$ cat config.mk
export PLATFORM = sky130hd
export DESIGN_NAME = multicycle_controller_flat
export DESIGN_NICKNAME = d
export VERILOG_FILES = /design/src/rtl/multicycle_controller_pkg.sv /design/src/rtl/multicycle_controller_if.sv /design/src/rtl/multicycle_controller_alu_decoder.sv /design/src/rtl/multicycle_controller.sv /design/src/flat_wrapper.sv
export SDC_FILE = /design/constraint.sdc
export NUM_CORES = 1
export LEC_CHECK = 0
export ABC_AREA = 1
export ABC_CLOCK_PERIOD_IN_PS = 1400
export CORE_UTILIZATION = 47
export DETAILED_ROUTE_END_ITERATION = 16
export GPL_ROUTABILITY_DRIVEN = 0
export PLACE_DENSITY = 0.78
export SLEW_MARGIN = 15
export SYNTH_ARGS = -nofsm -noshare
export SYNTH_HDL_FRONTEND = slang
export SYNTH_HIERARCHICAL = 1
export SYNTH_SLANG_ARGS = --single-unit
$ cat constraint.sdc
create_clock -name clk -period 1.4 [get_ports clk]
set_input_delay 0.14 -clock clk [delete_from_list [all_inputs] [get_ports clk]]
set_output_delay 0.14 -clock clk [all_outputs]
set_load 0.01 [all_outputs]
$ cat src/rtl/multicycle_controller_pkg.sv
// Fixed encodings shared by the multicycle MIPS controller: states, opcodes,
// funct codes, ALU control codes and datapath select codes.
package mips_ctrl_pkg;

  typedef enum logic [3:0] {
    S_FETCH    = 4'd0,
    S_DECODE   = 4'd1,
    S_MEMADR   = 4'd2,
    S_MEMREAD  = 4'd3,
    S_MEMWB    = 4'd4,
    S_MEMWRITE = 4'd5,
    S_EXECUTE  = 4'd6,
    S_ALUWB    = 4'd7,
    S_BRANCH   = 4'd8,
    S_ADDIEX   = 4'd9,
    S_ADDIWB   = 4'd10,
    S_JUMP     = 4'd11
  } state_t;

  localparam logic [5:0] OP_RTYPE = 6'b000000;
  localparam logic [5:0] OP_LW    = 6'b100011;
  localparam logic [5:0] OP_SW    = 6'b101011;
  localparam logic [5:0] OP_BEQ   = 6'b000100;
  localparam logic [5:0] OP_ADDI  = 6'b001000;
  localparam logic [5:0] OP_J     = 6'b000010;

  localparam logic [5:0] FN_ADD = 6'b100000;
  localparam logic [5:0] FN_SUB = 6'b100010;
  localparam logic [5:0] FN_AND = 6'b100100;
  localparam logic [5:0] FN_OR  = 6'b100101;
  localparam logic [5:0] FN_SLT = 6'b101010;

  localparam logic [2:0] ALU_AND = 3'b000;
  localparam logic [2:0] ALU_OR  = 3'b001;
  localparam logic [2:0] ALU_ADD = 3'b010;
  localparam logic [2:0] ALU_SUB = 3'b110;
  localparam logic [2:0] ALU_SLT = 3'b111;

  localparam logic [1:0] SRCB_REGB    = 2'b00;
  localparam logic [1:0] SRCB_FOUR    = 2'b01;
  localparam logic [1:0] SRCB_IMM     = 2'b10;
  localparam logic [1:0] SRCB_IMM_SH2 = 2'b11;

  localparam logic [1:0] PCSRC_ALU    = 2'b00;
  localparam logic [1:0] PCSRC_ALUOUT = 2'b01;
  localparam logic [1:0] PCSRC_JUMP   = 2'b10;

  // State that follows DECODE for a given opcode; FETCH marks an unsupported op.
  function automatic state_t decode_target(input logic [5:0] op);
    case (op)
      OP_LW, OP_SW: return S_MEMADR;
      OP_RTYPE:     return S_EXECUTE;
      OP_BEQ:       return S_BRANCH;
      OP_ADDI:      return S_ADDIEX;
      OP_J:         return S_JUMP;
      default:      return S_FETCH;
    endcase
  endfunction

endpackage

$ cat src/rtl/multicycle_controller_if.sv
// Control bundle between the multicycle controller and the shared datapath.
interface multicycle_controller_if;
  logic [5:0] op;
  logic [5:0] funct;
  logic       zero;
  logic       mem_ready;
  logic       pcen;
  logic       irwrite;
  logic       memwrite;
  logic       regwrite;
  logic       iord;
  logic       memtoreg;
  logic       regdst;
  logic       alusrca;
  logic [1:0] alusrcb;
  logic [1:0] pcsrc;
  logic [2:0] alucontrol;
  logic       illegal;

  modport master (
    input  op, funct, zero, mem_ready,
    output pcen, irwrite, memwrite, regwrite, iord, memtoreg, regdst,
           alusrca, alusrcb, pcsrc, alucontrol, illegal
  );

  modport slave (
    output op, funct, zero, mem_ready,
    input  pcen, irwrite, memwrite, regwrite, iord, memtoreg, regdst,
           alusrca, alusrcb, pcsrc, alucontrol, illegal
  );
endinterface

$ cat src/rtl/multicycle_controller_alu_decoder.sv
// R-type funct to ALU control mapping; unknown functs flag illegal and fall back to add.
module alu_decoder
  import mips_ctrl_pkg::*;
(
  input  logic [5:0] funct,
  output logic [2:0] alucontrol,
  output logic       funct_illegal
);

  always_comb begin
    alucontrol    = ALU_ADD;
    funct_illegal = 1'b0;
    case (funct)
      FN_ADD:  alucontrol = ALU_ADD;
      FN_SUB:  alucontrol = ALU_SUB;
      FN_AND:  alucontrol = ALU_AND;
      FN_OR:   alucontrol = ALU_OR;
      FN_SLT:  alucontrol = ALU_SLT;
      default: funct_illegal = 1'b1;
    endcase
  end

endmodule

$ cat src/rtl/multicycle_controller.sv
// Moore FSM sequencing the shared multicycle MIPS datapath, one state per cycle,
// stalling in FETCH/MEMREAD/MEMWRITE until memory reports mem_ready.
module multicycle_controller
  import mips_ctrl_pkg::*;
(
  input  logic                    clk,
  input  logic                    reset,
  multicycle_controller_if.master bus
);

  state_t     state_reg;
  logic [5:0] op_q;
  logic [5:0] funct_q;
  logic [2:0] ex_alucontrol;
  logic       funct_illegal;
  logic       pcwrite;
  logic       branch;

  alu_decoder u_alu_decoder (
    .funct         (funct_q),
    .alucontrol    (ex_alucontrol),
    .funct_illegal (funct_illegal)
  );

  always_ff @(posedge clk) begin
    if (reset) begin
      state_reg <= S_FETCH;
      op_q      <= 6'd0;
      funct_q   <= 6'd0;
    end else begin
      case (state_reg)
        S_FETCH:    if (bus.mem_ready) state_reg <= S_DECODE;
        S_DECODE: begin
          op_q      <= bus.op;
          funct_q   <= bus.funct;
          state_reg <= decode_target(bus.op);
        end
        S_MEMADR: begin
          if (op_q == OP_LW)      state_reg <= S_MEMREAD;
          else if (op_q == OP_SW) state_reg <= S_MEMWRITE;
          else                    state_reg <= S_FETCH;
        end
        S_MEMREAD:  if (bus.mem_ready) state_reg <= S_MEMWB;
        S_MEMWB:    state_reg <= S_FETCH;
        S_MEMWRITE: if (bus.mem_ready) state_reg <= S_FETCH;
        S_EXECUTE:  state_reg <= funct_illegal ? S_FETCH : S_ALUWB;
        S_ALUWB:    state_reg <= S_FETCH;
        S_BRANCH:   state_reg <= S_FETCH;
        S_ADDIEX:   state_reg <= S_ADDIWB;
        S_ADDIWB:   state_reg <= S_FETCH;
        S_JUMP:     state_reg <= S_FETCH;
        default:    state_reg <= S_FETCH;
      endcase
    end
  end

  always_comb begin
    pcwrite        = 1'b0;
    branch         = 1'b0;
    bus.irwrite    = 1'b0;
    bus.memwrite   = 1'b0;
    bus.regwrite   = 1'b0;
    bus.iord       = 1'b0;
    bus.memtoreg   = 1'b0;
    bus.regdst     = 1'b0;
    bus.alusrca    = 1'b0;
    bus.alusrcb    = SRCB_REGB;
    bus.pcsrc      = PCSRC_ALU;
    bus.alucontrol = ALU_ADD;
    bus.illegal    = 1'b0;
    case (state_reg)
      S_FETCH: begin
        bus.alusrcb = SRCB_FOUR;
        if (bus.mem_ready) begin
          bus.irwrite = 1'b1;
          pcwrite     = 1'b1;
        end
      end
      S_DECODE: begin
        bus.alusrcb = SRCB_IMM_SH2;
        bus.illegal = (decode_target(bus.op) == S_FETCH);
      end
      S_MEMADR: begin
        bus.alusrca = 1'b1;
        bus.alusrcb = SRCB_IMM;
      end
      S_MEMREAD:  bus.iord = 1'b1;
      S_MEMWB: begin
        bus.memtoreg = 1'b1;
        bus.regwrite = 1'b1;
      end
      S_MEMWRITE: begin
        bus.iord     = 1'b1;
        bus.memwrite = 1'b1;
      end
      S_EXECUTE: begin
        bus.alusrca    = 1'b1;
        bus.alucontrol = ex_alucontrol;
        bus.illegal    = funct_illegal;
      end
      S_ALUWB: begin
        bus.regdst   = 1'b1;
        bus.regwrite = 1'b1;
      end
      S_BRANCH: begin
        bus.alusrca    = 1'b1;
        bus.alucontrol = ALU_SUB;
        bus.pcsrc      = PCSRC_ALUOUT;
        branch         = 1'b1;
      end
      S_ADDIEX: begin
        bus.alusrca = 1'b1;
        bus.alusrcb = SRCB_IMM;
      end
      S_ADDIWB:   bus.regwrite = 1'b1;
      S_JUMP: begin
        bus.pcsrc = PCSRC_JUMP;
        pcwrite   = 1'b1;
      end
      default:    bus.alucontrol = 3'b000;
    endcase

    // Reset silences every strobe so an abandoned instruction cannot write.
    if (reset) begin
      pcwrite        = 1'b0;
      branch         = 1'b0;
      bus.irwrite    = 1'b0;
      bus.memwrite   = 1'b0;
      bus.regwrite   = 1'b0;
      bus.iord       = 1'b0;
      bus.memtoreg   = 1'b0;
      bus.regdst     = 1'b0;
      bus.alusrca    = 1'b0;
      bus.alusrcb    = 2'b00;
      bus.pcsrc      = 2'b00;
      bus.alucontrol = 3'b000;
      bus.illegal    = 1'b0;
    end
    bus.pcen = pcwrite | (branch & bus.zero);
  end

endmodule

$ cat src/flat_wrapper.sv
// flat-port wrapper written by rule: the top's interface ports become plain ports
module multicycle_controller_flat import mips_ctrl_pkg::*;
  (clk, reset, bus_op, bus_funct, bus_zero, bus_mem_ready, bus_pcen, bus_irwrite, bus_memwrite, bus_regwrite, bus_iord, bus_memtoreg, bus_regdst, bus_alusrca, bus_alusrcb, bus_pcsrc, bus_alucontrol, bus_illegal);
  multicycle_controller_if bus_i ();
  input  logic clk;
  input  logic reset;
  input wire logic [$bits(bus_i.op)-1:0] bus_op;
  input wire logic [$bits(bus_i.funct)-1:0] bus_funct;
  input wire logic [$bits(bus_i.zero)-1:0] bus_zero;
  input wire logic [$bits(bus_i.mem_ready)-1:0] bus_mem_ready;
  output wire logic [$bits(bus_i.pcen)-1:0] bus_pcen;
  output wire logic [$bits(bus_i.irwrite)-1:0] bus_irwrite;
  output wire logic [$bits(bus_i.memwrite)-1:0] bus_memwrite;
  output wire logic [$bits(bus_i.regwrite)-1:0] bus_regwrite;
  output wire logic [$bits(bus_i.iord)-1:0] bus_iord;
  output wire logic [$bits(bus_i.memtoreg)-1:0] bus_memtoreg;
  output wire logic [$bits(bus_i.regdst)-1:0] bus_regdst;
  output wire logic [$bits(bus_i.alusrca)-1:0] bus_alusrca;
  output wire logic [$bits(bus_i.alusrcb)-1:0] bus_alusrcb;
  output wire logic [$bits(bus_i.pcsrc)-1:0] bus_pcsrc;
  output wire logic [$bits(bus_i.alucontrol)-1:0] bus_alucontrol;
  output wire logic [$bits(bus_i.illegal)-1:0] bus_illegal;
  assign bus_i.op = bus_op;
  assign bus_i.funct = bus_funct;
  assign bus_i.zero = bus_zero;
  assign bus_i.mem_ready = bus_mem_ready;
  assign bus_pcen = bus_i.pcen;
  assign bus_irwrite = bus_i.irwrite;
  assign bus_memwrite = bus_i.memwrite;
  assign bus_regwrite = bus_i.regwrite;
  assign bus_iord = bus_i.iord;
  assign bus_memtoreg = bus_i.memtoreg;
  assign bus_regdst = bus_i.regdst;
  assign bus_alusrca = bus_i.alusrca;
  assign bus_alusrcb = bus_i.alusrcb;
  assign bus_pcsrc = bus_i.pcsrc;
  assign bus_alucontrol = bus_i.alucontrol;
  assign bus_illegal = bus_i.illegal;
  multicycle_controller u_core (.clk(clk), .reset(reset), .bus(bus_i));
endmodule
# == Word-level counts from Yosys, hierarchy flattened ==
# Index checks and enable logic that the tools add are counted.
# totals
register_bits,16
inputBits,16
output_inout_bits,16
elab_cells,80
# op_classes
eq_ne,26
n_mux,38
n_bitwise,2
reduce_logical,11
# ops
operator,count
"equality test 6 bit, second input constant",9
case mux 4 bit (7 select lines),1
two-way mux 1 bit,20
two-way mux 4 bit,5
case mux 4 bit (5 select lines),1
"equality test 4 x 3 -> 1 bit, second input constant",4
"equality test 4 bit, second input constant",4
case mux 3 bit (4 select lines),1
OR reduction 10 bit,1
two-way mux 3 bit,3
case mux 3 bit (3 select lines),1
"equality test 4 x 2 -> 1 bit, second input constant",2
logical NOT 4 bit,2
"equality test 6 x 2 -> 1 bit, second input constant",1
"equality test 6 x 3 -> 1 bit, second input constant",1
"equality test 6 x 4 -> 1 bit, second input constant",1
logical NOT 6 bit,1
"!= test 2 bit, second input constant",3
case mux 2 bit (3 select lines),1
OR reduction 2 bit,3
OR reduction 5 bit,1
"equality test 4 x 1 -> 1 bit, second input constant",1
two-way mux 2 bit,2
case mux 1 bit (2 select lines),2
6 further kinds,6

# == Logic depth before layout (Yosys ltp) ==
# depth
word_depth,7
mapped_depth,12
mapped_depth_nobuf,12

# == Hierarchy ==
# The synthesis kept the hierarchy.
# by_module_without_submodules
mod,instances,cells_each,area_per_inst_um2,seq_area_each_um2
multicycle_controller,1,172,1047.3,320.3
alu_decoder,1,24,108.9,0.0

# == Worst setup path before layout ==
# Ideal clock, no wire load.
# synth_timing
path_kind,register to register
from,register u_core.funct_q[0]
to,register u_core.state_reg[0]
setup_ps,133
arrival_ps,1171
required_time_ps,1267
slack_ps,96
path_stages_with_launch,12
path_buffers,0
synth_period_minus_slack_ps,1304
cell_sequence,dfxtp_1 nor2_2 nand3_1 nand2_1 nor3_1 inv_1 nand3_1 nand2_1 nor2_1 nand2_1 nand2_1 a21oi_2
# synth_between
elab_chain_len,4
elab_cells_between_ends,8
classes_between,5 x eq/ne; 2 x mux; 1 x reduce/logical
# synth_rtl
element,line,rtl
start: declaration,multicycle_controller.sv:13,logic [5:0] funct_q;
start signal: assignment,multicycle_controller.sv:35,funct_q <= bus.funct;
equality test 6 bit,multicycle_controller_alu_decoder.sv:13,case (funct)
OR reduction 5 bit (no source line) (*),-,
two-way mux 3 bit (*),multicycle_controller.sv:46,S_EXECUTE: state_reg <= funct_illegal ? S_FETCH : S_ALUWB;
case mux 4 bit (7 select lines) (*),multicycle_controller.sv:31,case (state_reg)
end signal: assignment,multicycle_controller.sv:36,state_reg <= decode_target(bus.op);
end signal: assignment,multicycle_controller.sv:46,
end: declaration,multicycle_controller.sv:11,state_t state_reg;
# Every way passes the cells marked *; elsewhere a longest branch is shown, timed or not.
# A chain may end at the register's enable or synchronous reset.

# == Worst setup path in the final report ==
# layout_timing
from,register u_core.funct_q[1]
to,output bus_illegal
# layout_between
elab_chain_len,5
elab_cells_between_ends,9
classes_between,5 x eq/ne; 3 x mux; 1 x reduce/logical
# layout_rtl
element,line,rtl
equality test 6 bit,multicycle_controller_alu_decoder.sv:13,
OR reduction 5 bit (no source line) (*),-,
two-way mux 1 bit (*),multicycle_controller_alu_decoder.sv:13,
net u_core.funct_illegal,multicycle_controller.sv:15,logic funct_illegal;
case mux 1 bit (2 select lines) (*),multicycle_controller.sv:71,case (state_reg)
two-way mux 1 bit (*),multicycle_controller.sv:124,if (reset) begin
end: declaration,flat_wrapper.sv:22,output wire logic [$bits(bus_i.illegal)-1:0] bus_illegal;
# The timed path passes the listed nets; every way through them passes the cells marked *.

==> summary.txt <==
Worst-path clk slew: 0.10 ns
Antenna fix cells: 0
Post-synthesis instance area: 0.00116 sq mm
Endpoint type of the worst setup path: output pin
# setup viols final: 19
Syn avg cell area: 5.90 sq um
Worst setup margin: -0.372 ns
Post-DP HPWL: 2680 um
WP data required: 1.26 ns
Pwr Total: 0.00126 W
Post-route ant nets: 0
Final Util: 87.2%
Clk_skew: 0.00555 ns
I/O pin count: 32
Crit path time final: 1.77 ns
CP startpoint kind: register
Pwr/cell area: 639 mW/mm^2
Core Rows: 17
Crit-path slowest cell: dfxtp_2
Die area: 0.00266 sq mm
Clk sink count: 16
GR Overflow Total: 0
Tot GR Track Use: 34.1%
Ys async rst share: 0%
Status: finished, violations left
DRC viols: 0
WL final: 4570 um
Final hold vios: 0
Top_reg_cell synth: dfxtp_1
Max frequency: 564 MHz
Slew headroom: 80.2%
Pre-antenna DRT Iters: 4
Placed Instances: 281
Max-cap viol count: 0
Routed vias: 1603
Share of cells above drive strength 1: 49.6%
Syn nets: 212
Critical path class: register to output pin
Register area share after synthesis: 27.7%
Peak VDD IR: 0.721 mV
First-pass GRT wire length: 6550 um
Vias in the first global route: 1454
Max-slew violations: 0
CORE AREA: 0.00225 sq mm
Die Ht: 51.6 um
Period utilization: 127%
Die width: 51.6 um
Initial antenna violation count: 0
Worst slew pin tran: 0.294 ns
Synthesis-to-layout area growth: 70.1%
Setup TNS: -3.43 ns
Clock root cell: clkbuf_4
Largest net degree at the start of global routing: 14
Initial Util: 51.3%
Number of flops mapped to enable cells by yosys: 0
Delay-heaviest family, CP: simple AND/OR/NAND/NOR gates
#FFs+latches synth: 16
Total CTS buffers: 3
CTS tree: yes
WL per Instance: 15.5 um
Violated checks: setup timing
Worst path arrival time: 1.63 ns
Unrepaired setup endpoints after global routing: yes
Via density: 5.45
Slowest stage delay, CP: 0.35 ns
Netlist cell types: 25
Non-Filler Instances: 294
Synth warn: 6
CTS Buffer Depth: 2
Buffers & Inverters on Critical Path: 3
Worst-Skew Late Latency: 0.30 ns
Final #Nets: 283
Worst min-delay path class: input pin to register
Buffers on Ports: 31
Crit path max fanout: 4
Crit path cell chain: inv_2, nor2_2, nand3_2, nand2_2, nor3_2, inv_1, nor2_2, nor2_1, nor2_1, buf_2
Leak: 0.998 nW
CTS H-tree depth: 1
Initial drt markers: 50
Synthesized instance count: 196
Hold buffers post-CTS: 0
-- power by group --
| group | internal [W] | switching [W] | total [W] | leakage, nW |
|---|---|---|---|---|
| clock | 0.000159 | 0.000160 | 0.000319 | 0.0210 |
| combinational | 0.000194 | 0.000217 | 0.000410 | 0.840 |
| sequential | 0.000489 | 0.0000389 | 0.000528 | 0.138 |
-- cell type report --
type                       instances  area (sq um)
fill                             118           288
timing repair buffer              71           567
multi-input combinational        143           850
tap                               28          35.0
inverter                          32           129
clock buffer                       4          36.3
sequential                        16           350
-- cells in the final DEF, fill, tap and decap left out --
| cell | Yosys | layout |
|---|---|---|
| buf_4 | 0 | 32 |
| inv_1 | 28 | 18 |
| nor2_1 | 42 | 31 |
| nand3_2 | 0 | 5 |
| o21ai_0 | 11 | 11 |
| dfxtp_4 | 0 | 7 |
| clkdlybuf4s50_1 | 0 | 15 |
| nand2_2 | 1 | 8 |
| nor2_2 | 4 | 10 |
| clkbuf_4 | 0 | 3 |
| clkbuf_8 | 0 | 1 |
| nand2_4 | 1 | 6 |
| buf_6 | 1 | 9 |
| a211o_1 | 1 | 1 |
| nand3_1 | 18 | 12 |
| inv_4 | 0 | 3 |
| nand4_1 | 3 | 3 |
| a21oi_2 | 3 | 4 |
| dfxtp_1 | 16 | 6 |
| nor2_4 | 4 | 9 |
| nand3_4 | 0 | 1 |
| inv_2 | 3 | 10 |
| o21bai_2 | 1 | 1 |
| a41oi_1 | 1 | 1 |
| a21oi_1 | 8 | 7 |
| clkinv_2 | 1 | 1 |
| nand2_1 | 40 | 28 |
| nor3_2 | 1 | 4 |
| a31oi_1 | 1 | 1 |
| dfxtp_2 | 0 | 3 |
| buf_2 | 2 | 15 |
-- path summary, 6_finish.rpt --
path | start | end | slack (ns) | cells after the start
worst max register to register | u_core/funct_q[5] | u_core/state_reg[0] | -0.33 | 14
worst min register to register | u_core/op_q[4] | u_core/op_q[4] | 0.47 | 2
worst min-delay path | bus_funct[5] | u_core/funct_q[5] | 0.45 | 3
worst max-delay path | u_core/funct_q[1] | bus_illegal | -0.37 | 10
-- per-layer routing --
layer / up-vias / part of all wire, % / global-route usage [%]
met1: 744 / 38 / 36.9
li1: 758 / - / -
met3: 29 / 5.3 / 6.73
met4: 0 / 6.0 / 16.7
met5: - / 0 / 0
met2: 72 / 51 / 62.3
-- worst reg2reg max path: stages, from the launching register on --
cell	delay [ns]
dfxtp_2	0.35
inv_2	0.04
nor2_4	0.18
nand3_2	0.13
nand2_2	0.11
nor3_2	0.05
inv_1	0.10
buf_4	0.12
buf_6	0.09
nand3_4	0.09
nand2_2	0.10
nor2_2	0.04
nand2_1	0.07
nand2_1	0.06
a21oi_2	0.13
-- logic make-up after synthesis --
kind of cell           share of synthesized area (%)
AO/OA/AOI/OAI                                   13.5
buffers and inverters                           13.0
flip-flops                                      27.7
AND/OR/NAND/NOR                                 45.8
-- cell usage after synthesis, types with 2 or more instances --
cell / number / area share [%]
nor2_1: 42 / 14
nand2_1: 40 / 13
inv_1: 28 / 9.1
nand3_1: 18 / 7.8
dfxtp_1: 16 / 28
o21ai_0: 11 / 4.8
a21oi_1: 8 / 3.5
nor2_2: 4 / 2.2
nor2_4: 4 / 3.9
a21oi_2: 3 / 2.3
inv_2: 3 / 0.97
nand4_1: 3 / 1.6
nor3_1: 3 / 1.3
buf_2: 2 / 0.87
-- per-stage QoR --
stage	hold WS, ns	setup slack, ns	area (sq um)
2_1_floorplan	0.288	0.0957	1160
3_3_place_gp	0.440	-0.418	1710
3_5_place_dp	0.456	-0.476	1710
4_1_cts	0.450	-0.274	1870
5_1_grt	0.447	-0.442	1970
6_report	0.448	-0.372	1970
-- repair_timing --
| action | CTS | global route |
|---|---|---|
| endpoints found under the setup margin | 19 | 20 |
| resized for setup | 117 | 30 |
| setup buffers | 8 | 3 |
| pin swaps | 22 | 22 |
Power figures use the tool's default switching activity.
